`config.mk`:
```
export PLATFORM = sky130hd
export DESIGN_NAME = ws_array_controller
export DESIGN_NICKNAME = d
export VERILOG_FILES = /design/src/rtl/ws_array_pkg.sv /design/src/rtl/ws_array_controller_skew_buffer.sv /design/src/rtl/ws_array_controller.sv
export SDC_FILE = /design/constraint.sdc
export NUM_CORES = 1
export LEC_CHECK = 0
export BUFFER_PORTS_ARGS = -buffer_cell sky130_fd_sc_hd__buf_2
export CAP_MARGIN = 10
export CORE_UTILIZATION = 30
export DETAILED_ROUTE_END_ITERATION = 16
export PLACE_DENSITY = 0.52
export SLEW_MARGIN = 20
export SYNTH_ARGS = -nofsm -noshare
export SYNTH_HDL_FRONTEND = slang
export SYNTH_SLANG_ARGS = --single-unit
export TNS_END_PERCENT = 50
```
`constraint.sdc`:
```
create_clock -name clk -period 9.2 [get_ports clk]
set_clock_uncertainty 0.15 [all_clocks]
set_input_delay 1.84 -clock clk [delete_from_list [all_inputs] [get_ports clk]]
set_output_delay 1.84 -clock clk [all_outputs]
set_load 0.02 [all_outputs]
```
`src/rtl/ws_array_pkg.sv`:
```
// Shared definitions for the weight-stationary array controller: PE control
// encodings, controller state encoding and accumulator width derivation.
package ws_array_pkg;

  localparam logic [1:0] PE_HOLD    = 2'b00;
  localparam logic [1:0] PE_LOAD    = 2'b01;
  localparam logic [1:0] PE_COMPUTE = 2'b10;

  typedef enum logic [2:0] {
    ST_IDLE,
    ST_LOAD,
    ST_COMPUTE,
    ST_DRAIN,
    ST_DONE
  } ctrl_state_e;

  function automatic int acc_width(input int word_width);
    return 4 * word_width;
  endfunction

endpackage

```
`src/rtl/ws_array_controller_skew_buffer.sv`:
```
// Diagonal input skew for the array's left edge: lane r passes through r+1
// registered stages that only advance while en is high.
module skew_buffer #(
  parameter int WORD_WIDTH = 8,
  parameter int ARRAY_ROWS = 4
) (
  input  logic                                  clk,
  input  logic                                  clr,
  input  logic                                  en,
  input  logic [ARRAY_ROWS-1:0][WORD_WIDTH-1:0] din,
  output logic [ARRAY_ROWS-1:0][WORD_WIDTH-1:0] dout
);

  for (genvar r = 0; r < ARRAY_ROWS; r++) begin : g_lane
    logic [r:0][WORD_WIDTH-1:0] stg;

    always_ff @(posedge clk or posedge clr) begin
      if (clr) begin
        stg <= '0;
      end else if (en) begin
        stg[0] <= din[r];
        for (int s = 1; s <= r; s++) stg[s] <= stg[s-1];
      end
    end

    assign dout[r] = stg[r];
  end

endmodule

```
`src/rtl/ws_array_controller.sv`:
```
// Sequencer for a weight-stationary systolic array: weight preload, skewed
// activation streaming and pipeline drain, each gated by valid/ready.
module ws_array_controller
  import ws_array_pkg::*;
#(
  parameter int WORD_WIDTH = 8,
  parameter int ARRAY_ROWS = 4,
  parameter int ARRAY_COLS = 4,
  parameter int VEC_CNT_W  = 8,
  localparam int ACC_W     = acc_width(WORD_WIDTH)
) (
  input  logic                             clk,
  input  logic                             reset,
  input  logic                             start,
  input  logic [VEC_CNT_W-1:0]             num_vecs,
  output logic                             busy,
  output logic                             done,
  input  logic                             w_valid,
  output logic                             w_ready,
  input  logic [ARRAY_COLS*ACC_W-1:0]      w_data,
  input  logic                             a_valid,
  output logic                             a_ready,
  input  logic [ARRAY_ROWS*WORD_WIDTH-1:0] a_data,
  output logic [1:0]                       pe_control,
  output logic [ARRAY_COLS*ACC_W-1:0]      pe_d_in,
  output logic [ARRAY_ROWS*WORD_WIDTH-1:0] pe_a_in
);

  localparam int WCNT_W = $clog2(ARRAY_ROWS + 1);
  localparam int DCNT_W = $clog2(ARRAY_ROWS + ARRAY_COLS);
  localparam logic [WCNT_W-1:0] W_LAST = WCNT_W'(ARRAY_ROWS - 1);
  localparam logic [DCNT_W-1:0] D_LAST = DCNT_W'(ARRAY_ROWS + ARRAY_COLS - 2);

  ctrl_state_e state, state_nx;
  logic [WCNT_W-1:0]    wcnt, wcnt_nx;
  logic [VEC_CNT_W-1:0] vcnt, vcnt_nx, nv_q, nv_nx;
  logic [DCNT_W-1:0]    dcnt, dcnt_nx;
  logic [1:0]           action;
  logic                 w_beat, skew_en;
  logic [ARRAY_ROWS-1:0][WORD_WIDTH-1:0] skew_din, skew_dout;

  always_comb begin
    state_nx = state;
    wcnt_nx  = wcnt;
    vcnt_nx  = vcnt;
    dcnt_nx  = dcnt;
    nv_nx    = nv_q;
    action   = PE_HOLD;
    w_beat   = 1'b0;
    skew_en  = 1'b0;
    skew_din = '0;
    case (state)
      ST_IDLE: begin
        if (start) begin
          if (num_vecs != '0) begin
            nv_nx    = num_vecs;
            wcnt_nx  = '0;
            vcnt_nx  = '0;
            dcnt_nx  = '0;
            state_nx = ST_LOAD;
          end else begin
            state_nx = ST_DONE;
          end
        end
      end
      ST_LOAD: begin
        if (w_valid) begin
          w_beat  = 1'b1;
          action  = PE_LOAD;
          wcnt_nx = wcnt + WCNT_W'(1);
          if (wcnt == W_LAST) state_nx = ST_COMPUTE;
        end
      end
      ST_COMPUTE: begin
        if (a_valid) begin
          action   = PE_COMPUTE;
          skew_en  = 1'b1;
          skew_din = a_data;
          vcnt_nx  = vcnt + VEC_CNT_W'(1);
          if (vcnt == nv_q - VEC_CNT_W'(1)) state_nx = ST_DRAIN;
        end
      end
      ST_DRAIN: begin
        // zeros flushed in behind the last vector so every row finishes
        action  = PE_COMPUTE;
        skew_en = 1'b1;
        dcnt_nx = dcnt + DCNT_W'(1);
        if (dcnt == D_LAST) state_nx = ST_DONE;
      end
      ST_DONE: state_nx = ST_IDLE;
      default: state_nx = ST_IDLE;
    endcase
  end

  always_ff @(posedge clk or posedge reset) begin
    if (reset) begin
      state      <= ST_IDLE;
      wcnt       <= '0;
      vcnt       <= '0;
      dcnt       <= '0;
      nv_q       <= '0;
      pe_control <= PE_HOLD;
      pe_d_in    <= '0;
    end else begin
      state      <= state_nx;
      wcnt       <= wcnt_nx;
      vcnt       <= vcnt_nx;
      dcnt       <= dcnt_nx;
      nv_q       <= nv_nx;
      pe_control <= action;
      pe_d_in    <= w_beat ? w_data : '0;
    end
  end

  assign busy    = (state != ST_IDLE);
  assign done    = (state == ST_DONE);
  assign w_ready = (state == ST_LOAD);
  assign a_ready = (state == ST_COMPUTE);

  skew_buffer #(
    .WORD_WIDTH(WORD_WIDTH),
    .ARRAY_ROWS(ARRAY_ROWS)
  ) u_skew (
    .clk (clk),
    .clr (reset),
    .en  (skew_en),
    .din (skew_din),
    .dout(skew_dout)
  );

  assign pe_a_in = skew_dout;

endmodule

```
# Word-level counts from Yosys, hierarchy flattened
# Cells that the tools add are included.
[totals] wordCells=73 in_bits=173 out_inout_bits=166 regBits=235
[op_classes] reduce_logical=11 eq_ne=14 mux=27 add_sub_neg=4
[ops] operator="$mux W128" n=1
[ops] operator="$mux W32" n=2
[ops] operator="$mux W3" n=10
[ops] operator="$mux W8" n=3
[ops] operator="$pmux W8 S2" n=1
[ops] operator="$pmux W3 S2" n=2
[ops] operator="$pmux W3 S4" n=1
[ops] operator="$ne A2 B2 Y1 const B" n=5
[ops] operator="$eq A3 B2 Y1 const B" n=3
[ops] operator="$add A8 B1 Y8 const B" n=1
[ops] operator="$eq A8 B8 Y1" n=1
[ops] operator="$reduce_and A4 Y1" n=2
[ops] operator="$reduce_bool A8 Y1" n=1
[ops] operator="$sub A8 B1 Y8 const B" n=1
[ops] operator="$add A3 B1 Y3 const B" n=2
[ops] operator="$eq A3 B3 Y1 const B" n=2
[ops] operator="$pmux W2 S3" n=1
[ops] operator="$reduce_and A3 Y1" n=2
[ops] operator="$reduce_and A6 Y1" n=1
[ops] operator="$reduce_bool A2 Y1" n=3
[ops] operator="$mux W1" n=4
[ops] operator="$ne A2 B1 Y1 const B" n=2
[ops] operator="$eq A3 B1 Y1 const B" n=1
[ops] operator="$logic_not A3 Y1" n=1
[ops] operator="3 further kinds" n=3

# Logic depth before layout (Yosys ltp)
# Gate-level depths: netlist of run 1.
[depth] depth_word=5 ltp_mapped=8 ltp_nobuf=7

# By module
# Synthesis of run 1 repeated with hierarchy kept, for this count alone.
[hier_totals] cells_unflattened=681 area_unflattened_um2=9400.3
[modules_own_cells] mod="ws_array_controller" cells_per_inst=487 area_each_um2=5841.9 seq_area_each_um2=3878.7 n_inst=1
[modules_own_cells] mod="skew_buffer" cells_per_inst=194 area_each_um2=3558.4 seq_area_each_um2=2001.9 n_inst=1

# Worst setup path before layout of run 1
# No wires, ideal clock.
[synth_timing] kind="in2reg" from="input num_vecs[4]" to="register nv_q[2]" path_slack_ns=5.876 path_buffers=1 stages=6 setup_ns=0.116 required_ns=8.934 arrival_ns=3.058 cell_sequence="or4_2 > nor2_4 > nor3_4 > buf_4 > nand2_1 > nand2_1"
[synth_via] elab_chain_len=2
[synth_lines] item="start, declared" line_no="ws_array_controller.sv:15" text="input logic [VEC_CNT_W-1:0] num_vecs,"
[synth_lines] item="$reduce_bool A8 Y1" line_no="ws_array_controller.sv:55" text="if (num_vecs != '0) begin"
[synth_lines] item="$reduce_and A3 Y1 (no source line)"
[synth_lines] item="end signal, assigned" line_no="ws_array_controller.sv:109" text="nv_q <= nv_nx;"
[synth_lines] item="end, declared" line_no="ws_array_controller.sv:36" text="logic [VEC_CNT_W-1:0] vcnt, vcnt_nx, nv_q, nv_nx;"
# Every way passes these cells.
# A chain may end at the register's enable or synchronous reset.

# Worst setup path in the final report of run 1
[layout_timing] from="register state[0]" to="output busy"
[layout_via] elab_chain_len=1
[layout_lines] item="start, declared" line_no="ws_array_controller.sv:34" text="ctrl_state_e state, state_nx;"
[layout_lines] item="start signal, assigned" line_no="ws_array_controller.sv:105" text="state <= state_nx;"
[layout_lines] item="$reduce_bool A3 Y1" line_no="ws_array_controller.sv:115" text="assign busy = (state != ST_IDLE);"
[layout_lines] item="end, declared" line_no="ws_array_controller.sv:16" text="output logic busy,"
# Every way passes these cells.

==> flow_metrics.py, run 1 <==
metrics = {
    "logic_synthesis": {
        "ys_seq_area_share_pct": 67.51,
        "syn_nets": 916,
        "yosysWarningCount": 0,
        "syn_inst": 737,
        "synth_top_cell_by_area": "dfrtp_1",
        "syn_area_per_cell_um2": 11.82,
        "ys_ff_latch": 235,
        "synth_area_um2": 8711,
        "yosys.cell_types.count": 39,
        "yosysMostFrequentCell": "dfrtp_1",
        "synth_top_area_share_pct": 67.51,
        "ys_top_cells_by_count": "235 x dfrtp_1, 177 x nand2_1, 131 x and2_1, 33 x a22o_1, 26 x clkbuf_1",
        "async_flop_share_pct": 100.0,
        "synth_edf_count": 0,
        "synthFlopType": "dfrtp_1",
        "ys_top_cells_by_area": "dfrtp_1 68%, and2_1 9.4%, nand2_1 7.6%",
    },
    "sta": {
        "hold_viol": 0,
        "setup_violations": 0,
        "worst_slew_pin_slew_ns": 1.021,
        "rsz0062_at_grt": "no",
        "slew_viol_final": 0,
        "tns_ns": 0,
        "slew_headroom_pct": 31.96,
        "fmax_ghz": 0.2626,
        "fin_crit_sh_pct": 41.40,
        "min_period_ns": 3.808,
    },
    "clock_network": {
        "htreeDepth": 1,
        "cts_resized": 0,
        "clock_sinks": 235,
        "path_clk_slew_ns": 0.06,
        "hold_buffers": 0,
        "max-clock-path-buffers": 3,
        "cts_buffers": 27,
        "cts_tree": "done",
        "clock_insertion_delay_worst_skew_ns": 0.54,
        "cts_root_buf": "clkbuf_16",
        "post-cts-setup-buffer-count": 0,
    },
    "place": {
        "routabilityCongestion": 0.7826,
        "hpwlAfterDp_um": 15550,
        "dp.cells": 1403,
        "io_buffers": 338,
    },
    "setup_path": {
        "crit_required_ns": 7.21,
        "path_max_fanout": 14,
        "crit_path_start_kind": "flip-flop",
        "cp-end-kind": "output port",
        "path_class": "reg -> out",
        "crit_arrival_ns": 1.82,
    },
    "power": {
        "p_int_mw": 2.271,
        "ir_drop_uv": 131.9,
        "p_per_area_nw_per_um2": 294.8,
        "p_seq_share_pct": 40.8,
        "power_frac_clock_pct": 32.6,
        "switching_share_pct": 33.09,
        "switching_power_mw": 1.123,
        "leakage_nw": 6.431,
        "p_comb_share_pct": 26.6,
    },
    "route": {
        "dr.pass1.iters": 5,
        "dr.first_iter.drc_count": 365,
        "drcViolationCount": 0,
        "drt-wirelength-per-cell_um": 15.49,
        "vias": 6181,
        "ant_nets": 0,
        "routed_wl_um": 22480,
        "vias_per_cell": 4.260,
    },
    "global_routing": {
        "gr-total-overflow": 0,
        "first_global_vias": 6167,
        "antenna_found_initial": 5,
        "grt_start_max_net_pins": 131,
        "grt_pass1_wl_um": 33850,
        "grt_use_total_pct": 14.81,
    },
    "final_layout": {
        "layout.nets": 1227,
        "finish.utilization_pct": 40.22,
        "layout-drive-gt1-share_pct": 37.65,
        "final_cells": 1451,
        "syn2layout_area_growth_pct": 32.17,
    },
    "floorplanning": {
        "die_y_um": 172.4,
        "start_util_pct": 30.43,
        "die_x_um": 172.4,
        "io_pins": 339,
        "core_area_um2": 28630,
        "die_area_um2": 29720,
        "rows": 62,
    },
    "min_path": {
        "min_path_type": "reg -> reg",
    },
    "run_status": {
        "status": "finished clean",
    },
    "job": {
        "maxCapViolCount": 0,
    },
}
[power by group through the flow]
stage	combinational, mW	clock [mW]	sequential, mW
after detailed placement	0.920	0	1.40
after floorplan	0.551	0	1.51
after CTS	0.922	1.15	1.39
after global placement	0.914	0	1.40
final	0.903	1.11	1.38
after global routing	1.01	1.19	1.41
[final timing paths]
check,startpoint,endpoint,slack [ns],depth (start not counted)
worst max-delay path,state[0],busy,5.39,2
worst min-delay path,u_skew.g_lane[2].stg[3],u_skew.g_lane[2].stg[11],0.31,2
worst max register to register,state[2],u_skew.g_lane[2].stg[12],6.50,6
worst min register to register,u_skew.g_lane[2].stg[3],u_skew.g_lane[2].stg[11],0.31,2
max in group asynchronous,reset,pe_d_in[4],6.27,3
min in group asynchronous,reset,pe_d_in[111],1.27,2
[logic make-up (layout without fill, tap and decap cells)]
kind of cell / count (synthesis) / after routing / synth area share [%]
mux: 1 / 1 / 0.1149
simple gates: 351 / 351 / 20.11
flops: 235 / 235 / 67.51
other cells: 0 / 2 / 0
compound gates: 59 / 59 / 5.329
fa+ha+maj: 6 / 6 / 0.8618
xor+xnor: 17 / 17 / 1.709
buf+inv: 68 / 396 / 4.366
[final cells by class]
type	instances	area, µm²
fillers	2850	17110
well taps	384	480.5
inverters	7	33.78
clock buffers	38	797.0
clock inverters	8	130.1
multi-input cells	434	2457
diodes	2	5.005
repair buffers	343	1729
flip-flops and latches	235	5881
[worst max-delay path, stage by stage (launching register included)]
cell	delay, ns
dfrtp_1	0.58
or3_1	0.52
buf_2	0.19
[flip-flops by register name (all words and copies together) (netlist names)]
signal,flops
wcnt,3
state,3
u_skew.g_lane.stg,56
u_skew.dout,24
pe_d_in,128
vcnt,8
dcnt,3
pe_control,2
nv_q,8
[per-layer routing]
layer	share of wire (%)	GRT usage (%)
met1	38	16.79
met3	11	7.416
met4	3.1	5.733
met5	0.20	0
met2	47	23.76
[through the flow]
| step | hold WS, ns | total power, mW | setup WS (ns) | cell area [µm²] |
|---|---|---|---|---|
| final | 0.3131 | 3.394 | 5.392 | 11510 |
| after global routing | 0.3247 | 3.615 | 5.307 | 11510 |
| after CTS | 0.3140 | 3.459 | 5.356 | 11510 |
| after detailed placement | 0.3011 | 2.322 | 5.206 | 10580 |
| after global placement | 0.2932 | 2.312 | 5.248 | 10580 |
| after floorplan | 0.2886 | 2.063 | 0.7637 | 8711 |
[placed cells by master (no fill, tap or decap), types with 5 or more instances in the layout]
master / instances
buf_2: 338
buf_4: 5
and2_1: 131
xnor2_1: 7
o21ai_0: 12
dfrtp_1: 235
clkbuf_16: 27
a22o_1: 33
nor2_1: 15
nand3_1: 7
ha_1: 6
clkbuf_8: 8
xor2_1: 10
nand2_1: 177
No activity file was read; power rests on OpenSTA's default activity.
==> run 2: changes to the inputs <==
--- a/config.mk
+++ b/config.mk
@@ -5,11 +5,12 @@
 export SDC_FILE = /design/constraint.sdc
 export NUM_CORES = 1
 export LEC_CHECK = 0
+export ABC_AREA = 1
 export BUFFER_PORTS_ARGS = -buffer_cell sky130_fd_sc_hd__buf_2
 export CAP_MARGIN = 10
 export CORE_UTILIZATION = 30
 export DETAILED_ROUTE_END_ITERATION = 16
-export PLACE_DENSITY = 0.52
+export PLACE_DENSITY = 0.51
 export SLEW_MARGIN = 20
 export SYNTH_ARGS = -nofsm -noshare
 export SYNTH_HDL_FRONTEND = slang
==> constraint.sdc (replaced) <==
create_clock -name clk -period 4 [get_ports clk]
set_clock_uncertainty 0.15 [all_clocks]
set_input_delay 0.8 -clock clk [delete_from_list [all_inputs] [get_ports clk]]
set_output_delay 0.8 -clock clk [all_outputs]
set_load 0.02 [all_outputs]
==> run 2 against run 1 <==
Net effect:
- setup slack lost 4.0 ns
- clock power grew 140%
- critical path depth grew 2
- non-clock buffer count grew 2
- highest routed layer unchanged
==> flow_metrics.py, run 2 <==
metrics = {
    "setup_path": {
        "cp.buffers_inverters": 2,
        "cp_top_family": "flip-flops",
        "cpMaxStageDelayCell": "dfrtp_1",
        "crit_path_start_kind": "flip-flop",
        "path_max_fanout": 5,
        "cp-end-kind": "output port",
        "path_class": "reg -> out",
        "crit_arrival_ns": 1.66,
        "crit_required_ns": 3.05,
        "path_cells": "nor2_1 > nand2_1 > inv_1 > buf_2",
        "cpPeakStageDelay_ns": 0.40,
    },
    "sta": {
        "setup_violations": 0,
        "fmax_ghz": 0.3830,
        "slew_viol_final": 0,
        "tns_ns": 0,
        "worst_slew_pin_slew_ns": 1.086,
        "fin_crit_sh_pct": 65.28,
        "min_period_ns": 2.611,
        "hold_viol": 0,
        "hold_slack_ns": 0.3204,
        "rsz0062_at_grt": "no",
        "setup_slack_ns": 1.389,
        "slew_headroom_pct": 27.63,
    },
    "logic_synthesis": {
        "yosysWarningCount": 0,
        "synth_top_cell_by_area": "dfrtp_1",
        "syn_area_per_cell_um2": 9.736,
        "synthFlopType": "dfrtp_1",
        "yosys.cell_types.count": 34,
        "synth_edf_count": 0,
        "ys_top_cells_by_count": "235 x dfrtp_1, 192 x inv_1, 149 x nor2_1, 120 x nand2_1, 74 x o21ai_0",
        "ys_seq_area_share_pct": 65.09,
        "yosysMostFrequentCell": "dfrtp_1",
        "syn_inst": 928,
        "ys_top_cells_by_area": "dfrtp_1 65%, inv_1 8.0%, nor2_1 6.2%",
        "async_flop_share_pct": 100.0,
        "synth_top_area_share_pct": 65.09,
        "ys_ff_latch": 235,
        "syn_nets": 1107,
        "synth_area_um2": 9035,
    },
    "clock_network": {
        "path_clk_slew_ns": 0.06,
        "htreeDepth": 1,
        "clock_insertion_delay_worst_skew_ns": 0.53,
        "cts_buffers": 28,
        "max-clock-path-buffers": 3,
        "hold_buffers": 0,
        "cts_resized": 0,
        "cts_root_buf": "clkbuf_16",
        "post-cts-setup-buffer-count": 0,
        "clock_sinks": 235,
        "cts_tree": "done",
    },
    "route": {
        "routed_wl_um": 23820,
        "vias_per_cell": 4.206,
        "drt-wirelength-per-cell_um": 14.38,
        "dr.first_iter.drc_count": 376,
        "dr.pass1.iters": 4,
        "drcViolationCount": 0,
        "vias": 6965,
        "ant_nets": 0,
    },
    "global_routing": {
        "gr-total-overflow": 0,
        "grt_use_total_pct": 15.52,
        "first_global_vias": 7071,
        "grt_start_max_net_pins": 178,
        "grt_pass1_wl_um": 37500,
        "antenna_found_initial": 4,
    },
    "place": {
        "routabilityCongestion": 0.7966,
        "postPlaceCellArea_um2": 10970,
        "io_buffers": 338,
        "hpwlAfterDp_um": 16820,
        "dp.cells": 1603,
        "pre_cts_ws_ns": 1.597,
    },
    "power": {
        "ir_drop_uv": 392.7,
        "leakage_nw": 7.031,
        "p_per_area_nw_per_um2": 707.4,
        "fin_total_pwr_mw": 8.456,
    },
    "floorplanning": {
        "die_y_um": 175.5,
        "rows": 63,
        "die_area_um2": 30810,
        "start_util_pct": 30.48,
        "die_x_um": 175.5,
        "io_pins": 339,
        "core_area_um2": 29640,
    },
    "final_layout": {
        "regMostFlops": "pe_d_in",
        "layout.nets": 1422,
        "fin_area_um2": 11950,
        "final_cells": 1656,
        "layout-drive-gt1-share_pct": 32.36,
        "mostFrequentLayoutCells": "338 x buf_2, 235 x dfrtp_1, 191 x inv_1",
        "finish.utilization_pct": 40.33,
        "largest_reg_flops": 128,
        "fillers": 3038,
        "mostFrequentLayoutCell": "buf_2",
        "syn2layout_area_growth_pct": 32.31,
    },
    "job": {
        "maxCapViolCount": 0,
    },
    "run_status": {
        "status": "finished clean",
    },
    "min_path": {
        "min_path_type": "in -> async",
    },
}
run 2: changes by cell type after synthesis, moves of 33 or more:
cell,delta
inv_1,+186
nor2_1,+134
and2_1,-131
o21ai_0,+62
nand2_1,-57
a22o_1,-33
run 2: where the power goes:
group | switching [mW] | internal [mW]
clock | 0.967 | 1.66
combinational | 1.73 | 0.815
sequential | 0.269 | 3.02
total | 2.96 | 5.49
run 2: cell type report:
cell class | count | area, µm² | area share [%]
clock buffers | 43 | 858.3 | 7.180
repair buffers | 345 | 1782 | 14.90
flip-flops and latches | 235 | 5881 | 49.19
clock inverters | 8 | 120.1 | 1.005
diodes | 2 | 5.005 | 0.04187
multi-input cells | 435 | 2068 | 17.30
inverters | 198 | 752.0 | 6.291
well taps | 390 | 488.0 | 4.082
run 2: per-layer routing:
metal / global-route usage (%) / vias to the layer above / wire [µm] / part of all wire, %
met3: 6.991 / 34 / 2593 / 11
met2: 26.37 / 239 / 11640 / 49
li1: - / 3390 / - / -
met1: 17.49 / 3300 / 9020 / 38
met4: 4.384 / 2 / 548 / 2.3
met5: 0 / - / 13 / 0.055
run 2: worst paths after layout:
check                      slack [ns]                        to  cells past startpoint                      from
setup / recovery                 1.39                   w_ready                      4                  state[1]
hold / removal                   0.32               pe_d_in[67]                      3                     reset
setup reg to reg                 1.82               pe_d_in[86]                      5                  state[0]
hold reg to reg                  0.32  u_skew.g_lane[3].stg[14]                      2  u_skew.g_lane[3].stg[14]
max in group asynchronous        2.48               pe_d_in[92]                      3                     reset
min in group clk                 0.32               pe_d_in[94]                      3                w_data[94]
run 2: worst reg2reg max path, stage by stage, from the launching register on:
cell	delay [ns]
dfrtp_1	0.47
nand2_1	0.24
inv_1	0.12
nand2_4	0.59
buf_12	0.39
nor2_1	0.11
run 2: cell families (layout without fill, tap and decap cells):
| logic type | count (synthesis) | after routing | share of synthesized area (%) |
|---|---|---|---|
| compound gates | 105 | 105 | 7.007 |
| xor+xnor | 6 | 6 | 0.5816 |
| fa+ha+maj | 6 | 6 | 0.8309 |
| buf+inv | 258 | 594 | 12.16 |
| flops | 235 | 235 | 65.09 |
| other cells | 0 | 2 | 0 |
| simple gates | 318 | 318 | 14.33 |
